===== src/rtl/sipo_word_receiver_pkg.sv =====
// Shared types and constants for the serial-in, parallel-out word receiver.
package sipo_word_receiver_pkg;

  typedef enum logic {
    IDLE    = 1'b0,
    COLLECT = 1'b1
  } coll_state_e;

  localparam logic MSB_FIRST = 1'b0;
  localparam logic LSB_FIRST = 1'b1;

endpackage


===== src/rtl/sipo_bit_counter.sv =====
// Bit position counter for the collector: counts strobes, clears on sync or wrap.
module sipo_bit_counter #(
  parameter int WIDTH = 8,
  parameter int CW    = 3
) (
  input  logic          clk_i,
  input  logic          rst_ni,
  input  logic          strobe_i,
  input  logic          sync_i,
  output logic [CW-1:0] count_o,
  output logic          wrap_o
);

  logic [CW-1:0] count_q, count_d;

  // A strobe coinciding with sync is the first bit of a fresh word.
  always_comb begin
    count_d = count_q;
    wrap_o  = strobe_i && !sync_i && (count_q == CW'(WIDTH - 1));
    if (sync_i) begin
      count_d = strobe_i ? CW'(1) : '0;
    end else if (strobe_i) begin
      count_d = wrap_o ? '0 : count_q + CW'(1);
    end
  end

  always_ff @(posedge clk_i or negedge rst_ni) begin
    if (!rst_ni) begin
      count_q <= '0;
    end else begin
      count_q <= count_d;
    end
  end

  assign count_o = count_q;

endmodule


===== src/rtl/sipo_word_receiver.sv =====
// Serial-to-parallel word receiver with a double-buffered output word,
// selectable bit order per word, frame resync and a sticky overrun flag.
// Handshake: data_out is transferred on every rising edge where out_valid && out_ready.
module sipo_word_receiver
  import sipo_word_receiver_pkg::*;
#(
  parameter int WIDTH = 8
) (
  input  logic             clk,
  input  logic             rst_n,
  input  logic             ser_valid,
  input  logic             serial_in,
  input  logic             lsb_first,
  input  logic             sync,
  input  logic             out_ready,
  input  logic             clr_overrun,
  output logic [WIDTH-1:0] data_out,
  output logic             out_valid,
  output logic             overrun,
  output logic             busy,
  output logic             dbg_state
);

  localparam int CW = $clog2(WIDTH);

  coll_state_e      state_q;
  logic [WIDTH-1:0] shift_q, shift_d, shift_base;
  logic             order_q, order_eff, first_bit;
  logic [WIDTH-1:0] data_q;
  logic             valid_q, overrun_q;
  logic [CW-1:0]    count;
  logic             wrap;

  sipo_bit_counter #(
    .WIDTH (WIDTH),
    .CW    (CW)
  ) u_bit_counter (
    .clk_i    (clk),
    .rst_ni   (rst_n),
    .strobe_i (ser_valid),
    .sync_i   (sync),
    .count_o  (count),
    .wrap_o   (wrap)
  );

  // Bit order is sampled with the first bit of a word and frozen until the word ends.
  always_comb begin
    first_bit  = sync || (count == '0);
    order_eff  = first_bit ? lsb_first : order_q;
    shift_base = sync ? '0 : shift_q;
    if (order_eff == LSB_FIRST) begin
      shift_d = {serial_in, shift_base[WIDTH-1:1]};
    end else begin
      shift_d = {shift_base[WIDTH-2:0], serial_in};
    end
  end

  always_ff @(posedge clk or negedge rst_n) begin
    if (!rst_n) begin
      state_q   <= IDLE;
      shift_q   <= '0;
      order_q   <= MSB_FIRST;
      data_q    <= '0;
      valid_q   <= 1'b0;
      overrun_q <= 1'b0;
    end else begin
      if (ser_valid) begin
        shift_q <= wrap ? '0 : shift_d;
        if (first_bit) order_q <= lsb_first;
      end else if (sync) begin
        shift_q <= '0;
      end

      if (sync) begin
        state_q <= ser_valid ? COLLECT : IDLE;
      end else if (ser_valid) begin
        state_q <= wrap ? IDLE : COLLECT;
      end

      // A completed word may replace a word being consumed on the same edge.
      if (wrap) begin
        if (!valid_q || out_ready) begin
          data_q  <= shift_d;
          valid_q <= 1'b1;
        end
      end else if (valid_q && out_ready) begin
        valid_q <= 1'b0;
      end

      if (wrap && valid_q && !out_ready) begin
        overrun_q <= 1'b1;
      end else if (clr_overrun) begin
        overrun_q <= 1'b0;
      end
    end
  end

  assign data_out  = data_q;
  assign out_valid = valid_q;
  assign overrun   = overrun_q;
  assign busy      = (state_q == COLLECT);
  assign dbg_state = state_q;

endmodule


===== config.mk =====
export PLATFORM = sky130hd
export DESIGN_NAME = sipo_word_receiver
export DESIGN_NICKNAME = d
export VERILOG_FILES = /design/src/rtl/sipo_word_receiver_pkg.sv /design/src/rtl/sipo_bit_counter.sv /design/src/rtl/sipo_word_receiver.sv
export SDC_FILE = /design/constraint.sdc
export NUM_CORES = 1
export LEC_CHECK = 0
export CAP_MARGIN = 20
export CORE_ASPECT_RATIO = 0.75
export CORE_UTILIZATION = 28
export CTS_CLUSTER_SIZE = 20
export DETAILED_ROUTE_END_ITERATION = 8
export SKIP_LAST_GASP = 1
export SLEW_MARGIN = 10
export SYNTH_ARGS = -nofsm -noshare
export SYNTH_HDL_FRONTEND = slang
export SYNTH_SLANG_ARGS = --single-unit

===== constraint.sdc =====
create_clock -name clk -period 3.15 [get_ports clk]
set_clock_uncertainty 0.1 [all_clocks]
set_input_delay 0.315 -clock clk [delete_from_list [all_inputs] [get_ports clk]]
set_output_delay 0.315 -clock clk [all_outputs]
set_load 0.02 [all_outputs]

==> Yosys cells after proc, flatten, opt, wreduce, memory -nomap -nowiden <==
Cells that the tools add are included.
Widths: inputs -> output; s select.
{ "word_totals": {"ff_bits": 23, "input_bits": 8, "out_inout_bits": 12, "word_cells": 44} }
{ "classes": {"n_addsub": 1, "n_eq_ne": 2, "muxes": 18, "n_reduce_logical": 16} }
{ "op_table": {"columns": ["cell", "n"], "rows": [
  ["$mux 8", 4],
  ["$mux 1", 11],
  ["$mux 3", 3],
  ["$reduce_bool 2->1", 3],
  ["$logic_and 1x1->1", 5],
  ["$reduce_and 2->1", 2],
  ["$add 3x1->3 const B", 1],
  ["$eq 3x3->1 const B", 1],
  ["$logic_not 1->1", 3],
  ["$logic_not 3->1", 1],
  ["$logic_or 1x1->1", 2],
  ["$ne 2x1->1 const B", 1]
]} }

==> Depth between registers and ports, before layout <==
Gate-level depths: netlist of run 1.
{ "depth": {"ltp_word": 6, "ltp_mapped": 8} }

==> Modules after synthesis <==
From an unflattened synthesis of run 1, not the netlist that was laid out.
{ "unflattened": {"hier_cells": 115, "hier_area_um2": 1142.3} }
{ "modules_own_cells": {"columns": ["mod", "instances", "cells_per_inst", "area_per_inst_um2"], "rows": [
  ["sipo_word_receiver", 1, 101, 977.2],
  ["sipo_bit_counter", 1, 14, 165.2]
]} }

==> Worst setup path after synthesis of run 1 <==
Ideal clock, no wire load.
{ "synth_path": {"path_kind": "flip-flop to flip-flop", "startpoint": "register u_bit_counter.count_q[0] (netlist: u_bit_counter.count_o[0])", "endpoint": "register data_q[1] (netlist: data_out[1])", "setup_time_ps": 128, "arrival_ps": 1511, "required_ps": 2922, "slack_ps": 1411, "path_stages_with_launch": 8, "path_cell_list": "dfrtp_1 > inv_1 > ha_1 > nor2b_1 > buf_6 > mux2i_4 > mux2i_1 > a21oi_1"} }
{ "synth_between": {"elab_chain_cells": 4, "elab_cells_between_ends": 7} }
{ "synth_rtl": {"columns": ["element", "line_no", "text"], "rows": [
  ["start, declared", "sipo_bit_counter.sv:14", "logic [CW-1:0] count_q, count_d;"],
  ["start signal, assigned", "sipo_bit_counter.sv:31", "count_q <= count_d;"],
  ["$logic_not 3->1", "sipo_word_receiver.sv:48", "first_bit = sync || (count == '0);"],
  ["$logic_or 1x1->1", "sipo_word_receiver.sv:48", null],
  ["$mux 1", null, null],
  ["$mux 8", "sipo_word_receiver.sv:51", "if (order_eff == LSB_FIRST) begin"],
  ["end signal, assigned", "sipo_word_receiver.sv:83", "data_q <= shift_d;"],
  ["end, declared", "sipo_word_receiver.sv:29", "logic [WIDTH-1:0] data_q;"]
]} }
Several ways; a longest one is shown, not always the timed one.
A chain may end at the register's enable or synchronous reset.

==> Worst setup path in the final report of run 1 <==
{ "layout_path": {"startpoint": "register u_bit_counter.count_q[0] (netlist: u_bit_counter.count_o[0])", "endpoint": "register shift_q[0]"} }
{ "layout_between": {"elab_chain_cells": 6, "elab_cells_between_ends": 8} }
{ "layout_rtl": {"columns": ["element", "line_no", "text"], "rows": [
  ["$logic_not 3->1", "sipo_word_receiver.sv:48", null],
  ["$logic_or 1x1->1", "sipo_word_receiver.sv:48", null],
  ["$mux 1", null, null],
  ["$mux 8", "sipo_word_receiver.sv:51", null],
  ["$mux 8 *", "sipo_word_receiver.sv:68", "shift_q <= wrap ? '0 : shift_d;"],
  ["$mux 8 *", "sipo_word_receiver.sv:67", "if (ser_valid) begin"],
  ["end signal, assigned", "sipo_word_receiver.sv:68", null],
  ["end, declared", "sipo_word_receiver.sv:27", "logic [WIDTH-1:0] shift_q, shift_d, shift_base;"]
]} }
Every way passes the cells marked *; elsewhere a longest branch is shown, timed or not.

==> results.json, run 1 <==
{
  "reg2reg_depth": 6,
  "rows": 19,
  "dr.pass1.iters": 4,
  "cts_tree": "yes",
  "ctsResizeCount": 0,
  "leakagePower_nw": 0.598,
  "synth_area_mm2": 0.00109,
  "fin_crit_ns": 2.24,
  "viasPerCell": 4.46,
  "rsz0062_at_grt": "false",
  "die_w_um": 74.0,
  "stdcell_area_mm2": 0.00138,
  "cts_setup_buffers": 0,
  "io_buffers": 19,
  "die_area_mm2": 0.00414,
  "yosysTopAreaCell": "dfrtp_1",
  "syn2layout_area_growth_pct": 26.3,
  "final_hold_viol_count": 0,
  "worst_hold_path_type": "input pin to asynchronous set/reset pin",
  "vias": 803,
  "io_pins": 20,
  "rrSetupSlack_ns": 0.91,
  "tns_ns": 0,
  "met1_usage": 0.153,
  "ys_ff_latch": 23,
  "grt_use_met3": 0.0362,
  "cts_root_buf": "clkbuf_8",
  "syn-num-nets": 120,
  "grt_pass1_wl_mm": 3.42,
  "fmax_mhz": 447,
  "cts.sinks": 23,
  "drt-initial-drc-count": 14,
  "drive_above_1_share": 0.0703,
  "drc": 0,
  "wl_mm": 2.15,
  "ant_nets": 0,
  "cp_data_required_time_ns": 3.19,
  "async_flop_share": 1.00,
  "crit_type": "flip-flop to flip-flop",
  "htreeDepth": 1,
  "status": "finished, final reports clean",
  "worstPathMaxFanout": 7,
  "worst_pin_slew_ns": 0.619,
  "netlist.area_leader.share": 0.529,
  "synth_cell_type_count": 26,
  "die_y_um": 56.0,
  "grtUsageMet2": 0.161,
  "cts_hold_buf": 0,
  "synth_edf_count": 0,
  "yosys-top-cells-area": "dfrtp_1, mux2i_1, a21oi_1",
  "maxSlewViolCount": 0,
  "grt_antenna_before_repair": 0,
  "wl_per_cell_um": 11.9,
  "initial_core_util": 0.295,
  "postPlaceCellArea_mm2": 0.00131,
  "min_period_over_period": 0.711,
  "yosys_warnings": 0,
  "timing.rr.start": "u_bit_counter.count_o[0]",
  "busiest_layer": "met2",
  "ir_drop_uv": 280,
  "slew_headroom": 0.586,
  "reg2reg_to": "shift_q[0]",
  "gr-total-overflow": 0,
  "grt_max_degree": 24,
  "cp_data_arrival_time_ns": 2.28,
  "worst_setup_path_end_kind": "flip-flop",
  "clkSlewWorstSetupHoldPaths_ns": 0.09,
  "synthCells": 109,
  "globalRouteTotalUtil": 0.110,
  "clockBufferDepth": 2,
  "diodes": 0,
  "grt_pass1_vias": 722,
  "synth_ff_type": "dfrtp_1",
  "crit_path_start_kind": "flip-flop",
  "yosysSeqAreaShare": 0.529,
  "cts_buffers": 3,
  "p_per_area_mw_per_mm2": 446,
  "dpl.hpwl_mm": 1.57,
  "clk_latency_ns": 0.27,
  "core_area_mm2": 0.00368,
  "maxCapViolCount": 0,
  "layout.nets": 140,
  "synth.avg_cell_area_um2": 9.99,
  "setup_violations": 0,
  "hold-worst-slack_ns": 0.279,
  "gp_congestion": 0.769,
  "timing.critical_path.from": "u_bit_counter.count_o[0]"
}
## metrics by stage
stage / utilization / power, mW / instances / setup slack (ns)
6_report: 0.373 / 0.613 / 180 / 0.910
3_5_place_dp: 0.356 / 0.428 / 175 / 0.926
2_1_floorplan: - / 0.392 / 109 / 1.41
3_3_place_gp: 0.356 / 0.425 / 175 / 1.06
4_1_cts: 0.369 / 0.619 / 179 / 0.906
5_1_grt: 0.373 / 0.644 / 180 / 0.768
## layout by cell type (no fill, tap or decap), drive strengths merged
master         Yosys  layout
clkbuf             2       3
or3                1       1
ha                 3       3
buf                4       2
mux2i              8       8
inv                5       5
o31a               1       1
a21oi             10      10
mux2               1       1
dfrtp             23      23
o22ai              1       1
a2bb2oi            1       1
nor2              11      11
nand3              3       3
clkdlybuf4s50      0      19
nand2b             4       4
o211ai             1       1
clkinvlp           0       1
o21ai             12      12
nand3b             2       2
nand2             13      13
and3               1       1
nor2b              2       2
## where the power goes
group | total (mW) | internal (mW) | switching [mW]
clock | 0.190 | 0.0895 | 0.100
sequential | 0.321 | 0.309 | 0.0114
combinational | 0.103 | 0.0496 | 0.0530
## per-layer routing
metal  wire, um  part of all wire
met1       1070              0.50
met2        947              0.44
met3        108             0.050
met4         27             0.013
met5          0                 0
## area by class of cell
cell class                 instances  area, um^2
clock buffer                       3        41.3
clock inverter                     1        7.51
inverter                           5        18.8
timing repair buffer              21         213
fill                             375        2310
sequential                        23         576
tap                               52        65.1
multi-input combinational         75         454
## critical path, stage by stage (launching register included)
cell       delay [ns]
dfrtp_1          0.42
inv_1            0.07
ha_1             0.14
nor2b_1          0.48
mux2i_4          0.49
a2bb2oi_1        0.30
o21ai_0          0.11
## sequential cells by signal, indices dropped and copies added, names as in the netlist
| name | count |
|---|---|
| data_out | 8 |
| shift_q | 8 |
| u_bit_counter.count_o | 3 |
| busy | 1 |
| order_q | 1 |
| out_valid | 1 |
| overrun | 1 |
## worst max-delay path by stage
stage | cells after the start | slack (ns) | to
3_3_place_gp | 6 | 1.06 | data_out[3]
3_5_place_dp | 6 | 0.93 | shift_q[0]
4_1_cts | 6 | 0.91 | shift_q[0]
2_1_floorplan | 7 | 1.41 | data_out[1]
5_1_grt | 6 | 0.77 | shift_q[0]
6_report | 6 | 0.91 | shift_q[0]
## cells in the mapped netlist, types with 2 or more instances
library cell / instances
nand2b_1: 4
nand2_1: 13
o21ai_0: 6
dfrtp_1: 23
o21ai_1: 6
nand3b_1: 2
buf_4: 2
a21oi_1: 10
ha_1: 3
nor2_1: 11
mux2i_1: 7
nand3_1: 3
inv_1: 5
nor2b_1: 2
## cell families after synthesis
group,after synthesis,share of synthesized area
and+or+nand+nor,37,0.156
AOI/OAI and AO/OA,26,0.131
DFF,23,0.529
buffers and inverters,11,0.0540
muxes,9,0.0954
adders and majority gates,3,0.0345
(Power assumes the default switching activity.)
==> run 2: changes to the inputs <==
==> constraint.sdc (replaced) <==
create_clock -name clk -period 1.97 [get_ports clk]
set_clock_uncertainty 0.1 [all_clocks]
set_input_delay 0.197 -clock clk [delete_from_list [all_inputs] [get_ports clk]]
set_output_delay 0.197 -clock clk [all_outputs]
set_load 0.02 [all_outputs]
==> run 2 against run 1 <==
  * Worst setup slack lost 0.74 ns
  * Flip-flop and latch count is the same
  * Design area grew 4.1%
  * Core utilization grew 1.5 points
  * Power grew 64%
  * Maximum frequency grew 24%
  * Routed wire length grew 6.0%
  * Die area is the same
  * Register-to-register slack lost 0.74 ns
  * Largest power group unchanged
  * Non-clock buffer count grew 6
  * Largest cell class unchanged
==> results.json, run 2 (synthesized netlist as in run 1, its figures left out) <==
{
  "cts_hold_buf": 0,
  "grt_pass1_wl_mm": 3.88,
  "leakagePower_nw": 0.629,
  "fmax_mhz": 556,
  "io_buffers": 19,
  "cts_buffers": 3,
  "initial_core_util": 0.295,
  "gp_congestion": 0.764,
  "clockBufferDepth": 2,
  "clkPwrFrac": 0.294,
  "cp_data_required_time_ns": 2.01,
  "status": "finished, final reports clean",
  "clkSlewWorstSetupHoldPaths_ns": 0.08,
  "wl_per_cell_um": 12.3,
  "worst_pin_slew_ns": 0.345,
  "switchingPower_mw": 0.263,
  "crit_type": "flip-flop to flip-flop",
  "final_hold_viol_count": 0,
  "dr.pass1.iters": 4,
  "grt_max_degree": 24,
  "maxCapViolCount": 0,
  "gr-total-overflow": 0,
  "die_w_um": 74.0,
  "p_total_mw": 1.00,
  "maxSlewViolCount": 0,
  "worst_hold_path_type": "input pin to asynchronous set/reset pin",
  "p_seq_frac": 0.512,
  "drive_above_1_share": 0.127,
  "setup_violations": 0,
  "globalRouteTotalUtil": 0.126,
  "grt_pass1_vias": 875,
  "cp_data_arrival_time_ns": 1.84,
  "cts_tree": "yes",
  "cts.sinks": 23,
  "die_y_um": 56.0,
  "ir_drop_uv": 536,
  "fin_crit_ns": 1.80,
  "vias": 817,
  "io_pins": 20,
  "die_area_mm2": 0.00414,
  "p_per_area_mw_per_mm2": 701,
  "diodes": 0,
  "final_cell_mix": "dfrtp_1, clkdlybuf4s50_1, nand2_1, nor2_1, a21oi_1",
  "core_area_mm2": 0.00368,
  "worstPathMaxFanout": 7,
  "rsz0062_at_grt": "false",
  "switching_share": 0.262,
  "tns_ns": 0,
  "layout.nets": 146,
  "intPower_mw": 0.740,
  "hold-worst-slack_ns": 0.176,
  "drc": 0,
  "grt_antenna_before_repair": 0,
  "htreeDepth": 1,
  "rows": 19,
  "wl_mm": 2.28,
  "drt-initial-drc-count": 18,
  "crit_path_start_kind": "flip-flop",
  "viasPerCell": 4.39,
  "cts_root_buf": "clkbuf_8",
  "ant_nets": 0,
  "dpl.hpwl_mm": 1.69,
  "slew_headroom": 0.768,
  "clk_latency_ns": 0.26,
  "syn2layout_area_growth_pct": 31.5,
  "p_comb_frac": 0.194,
  "min_period_over_period": 0.914,
  "worst_setup_path_end_kind": "flip-flop",
  "layout_commonest_cell": "dfrtp_1"
}
[run 2: final cells by class]
class                           count  area, um^2
Multi-Input combinational cell     75         460
Fill cell                         387        2250
Tap cell                           52        65.1
Inverter                            5        18.8
Sequential cell                    23         576
Clock buffer                        3        41.3
Timing Repair Buffer               27         263
Clock inverter                      1        7.51
[run 2: worst paths after layout]
path	startpoint	endpoint	slack [ns]	cells past startpoint
setup reg to reg	u_bit_counter.count_o[1]	shift_q[6]	0.17	7
hold reg to reg	shift_q[7]	shift_q[7]	0.41	2
max in group asynchronous	rst_n	shift_q[6]	1.36	2
setup / recovery	u_bit_counter.count_o[1]	shift_q[6]	0.17	7
hold / removal	rst_n	busy	0.18	2
min in group clk	shift_q[7]	shift_q[7]	0.41	2
[run 2: stage by stage]
stage,worst slack [ns],std cells,util,area [um^2]
floorplan,0.231,109,-,1090
global placement,0.0703,181,0.368,1360
detailed placement,0.0119,181,0.368,1360
CTS,0.00217,185,0.381,1410
global route,0.0302,186,0.388,1430
finish,0.170,186,0.388,1430
[run 2: what timing repair did]
| action | CTS | global route |
|---|---|---|
| endpoints found under the setup margin | 0 | 14 |
| endpoints found under the hold margin | 0 | 0 |
| buffers inserted | 0 | 1 |
| gates resized for setup | 0 | 2 |
[run 2: power by group through the flow]
stage | logic [mW] | registers, mW | clock network (mW)
2_1_floorplan | 0.0957 | 0.531 | 0
3_3_place_gp | 0.172 | 0.521 | 0
3_5_place_dp | 0.178 | 0.522 | 0
4_1_cts | 0.178 | 0.513 | 0.313
5_1_grt | 0.216 | 0.516 | 0.330
6_report | 0.195 | 0.513 | 0.295
[run 2: layer usage]
metal	track usage	up-vias	routed length [um]
met2	0.195	26	995
met4	0.0522	0	48
met3	0.0453	4	157
li1	-	416	-
met1	0.156	371	1080
met5	0	-	0
[run 2: critical path, stage by stage, from the launching register on]
cell and delay, ns:
dfrtp_1 0.41, inv_1 0.06, ha_1 0.12, nor2b_2 0.21, mux2i_4 0.28, buf_12 0.15
mux2i_1 0.25, o21ai_1 0.09
==> run 3: changes to the inputs <==
--- a/config.mk
+++ b/config.mk
@@ -10,7 +10,6 @@
 export CORE_UTILIZATION = 28
 export CTS_CLUSTER_SIZE = 20
 export DETAILED_ROUTE_END_ITERATION = 8
-export SKIP_LAST_GASP = 1
 export SLEW_MARGIN = 10
 export SYNTH_ARGS = -nofsm -noshare
 export SYNTH_HDL_FRONTEND = slang
==> results of run 3 <==
The final DEF is identical to that of run 2; final timing and power are the same.
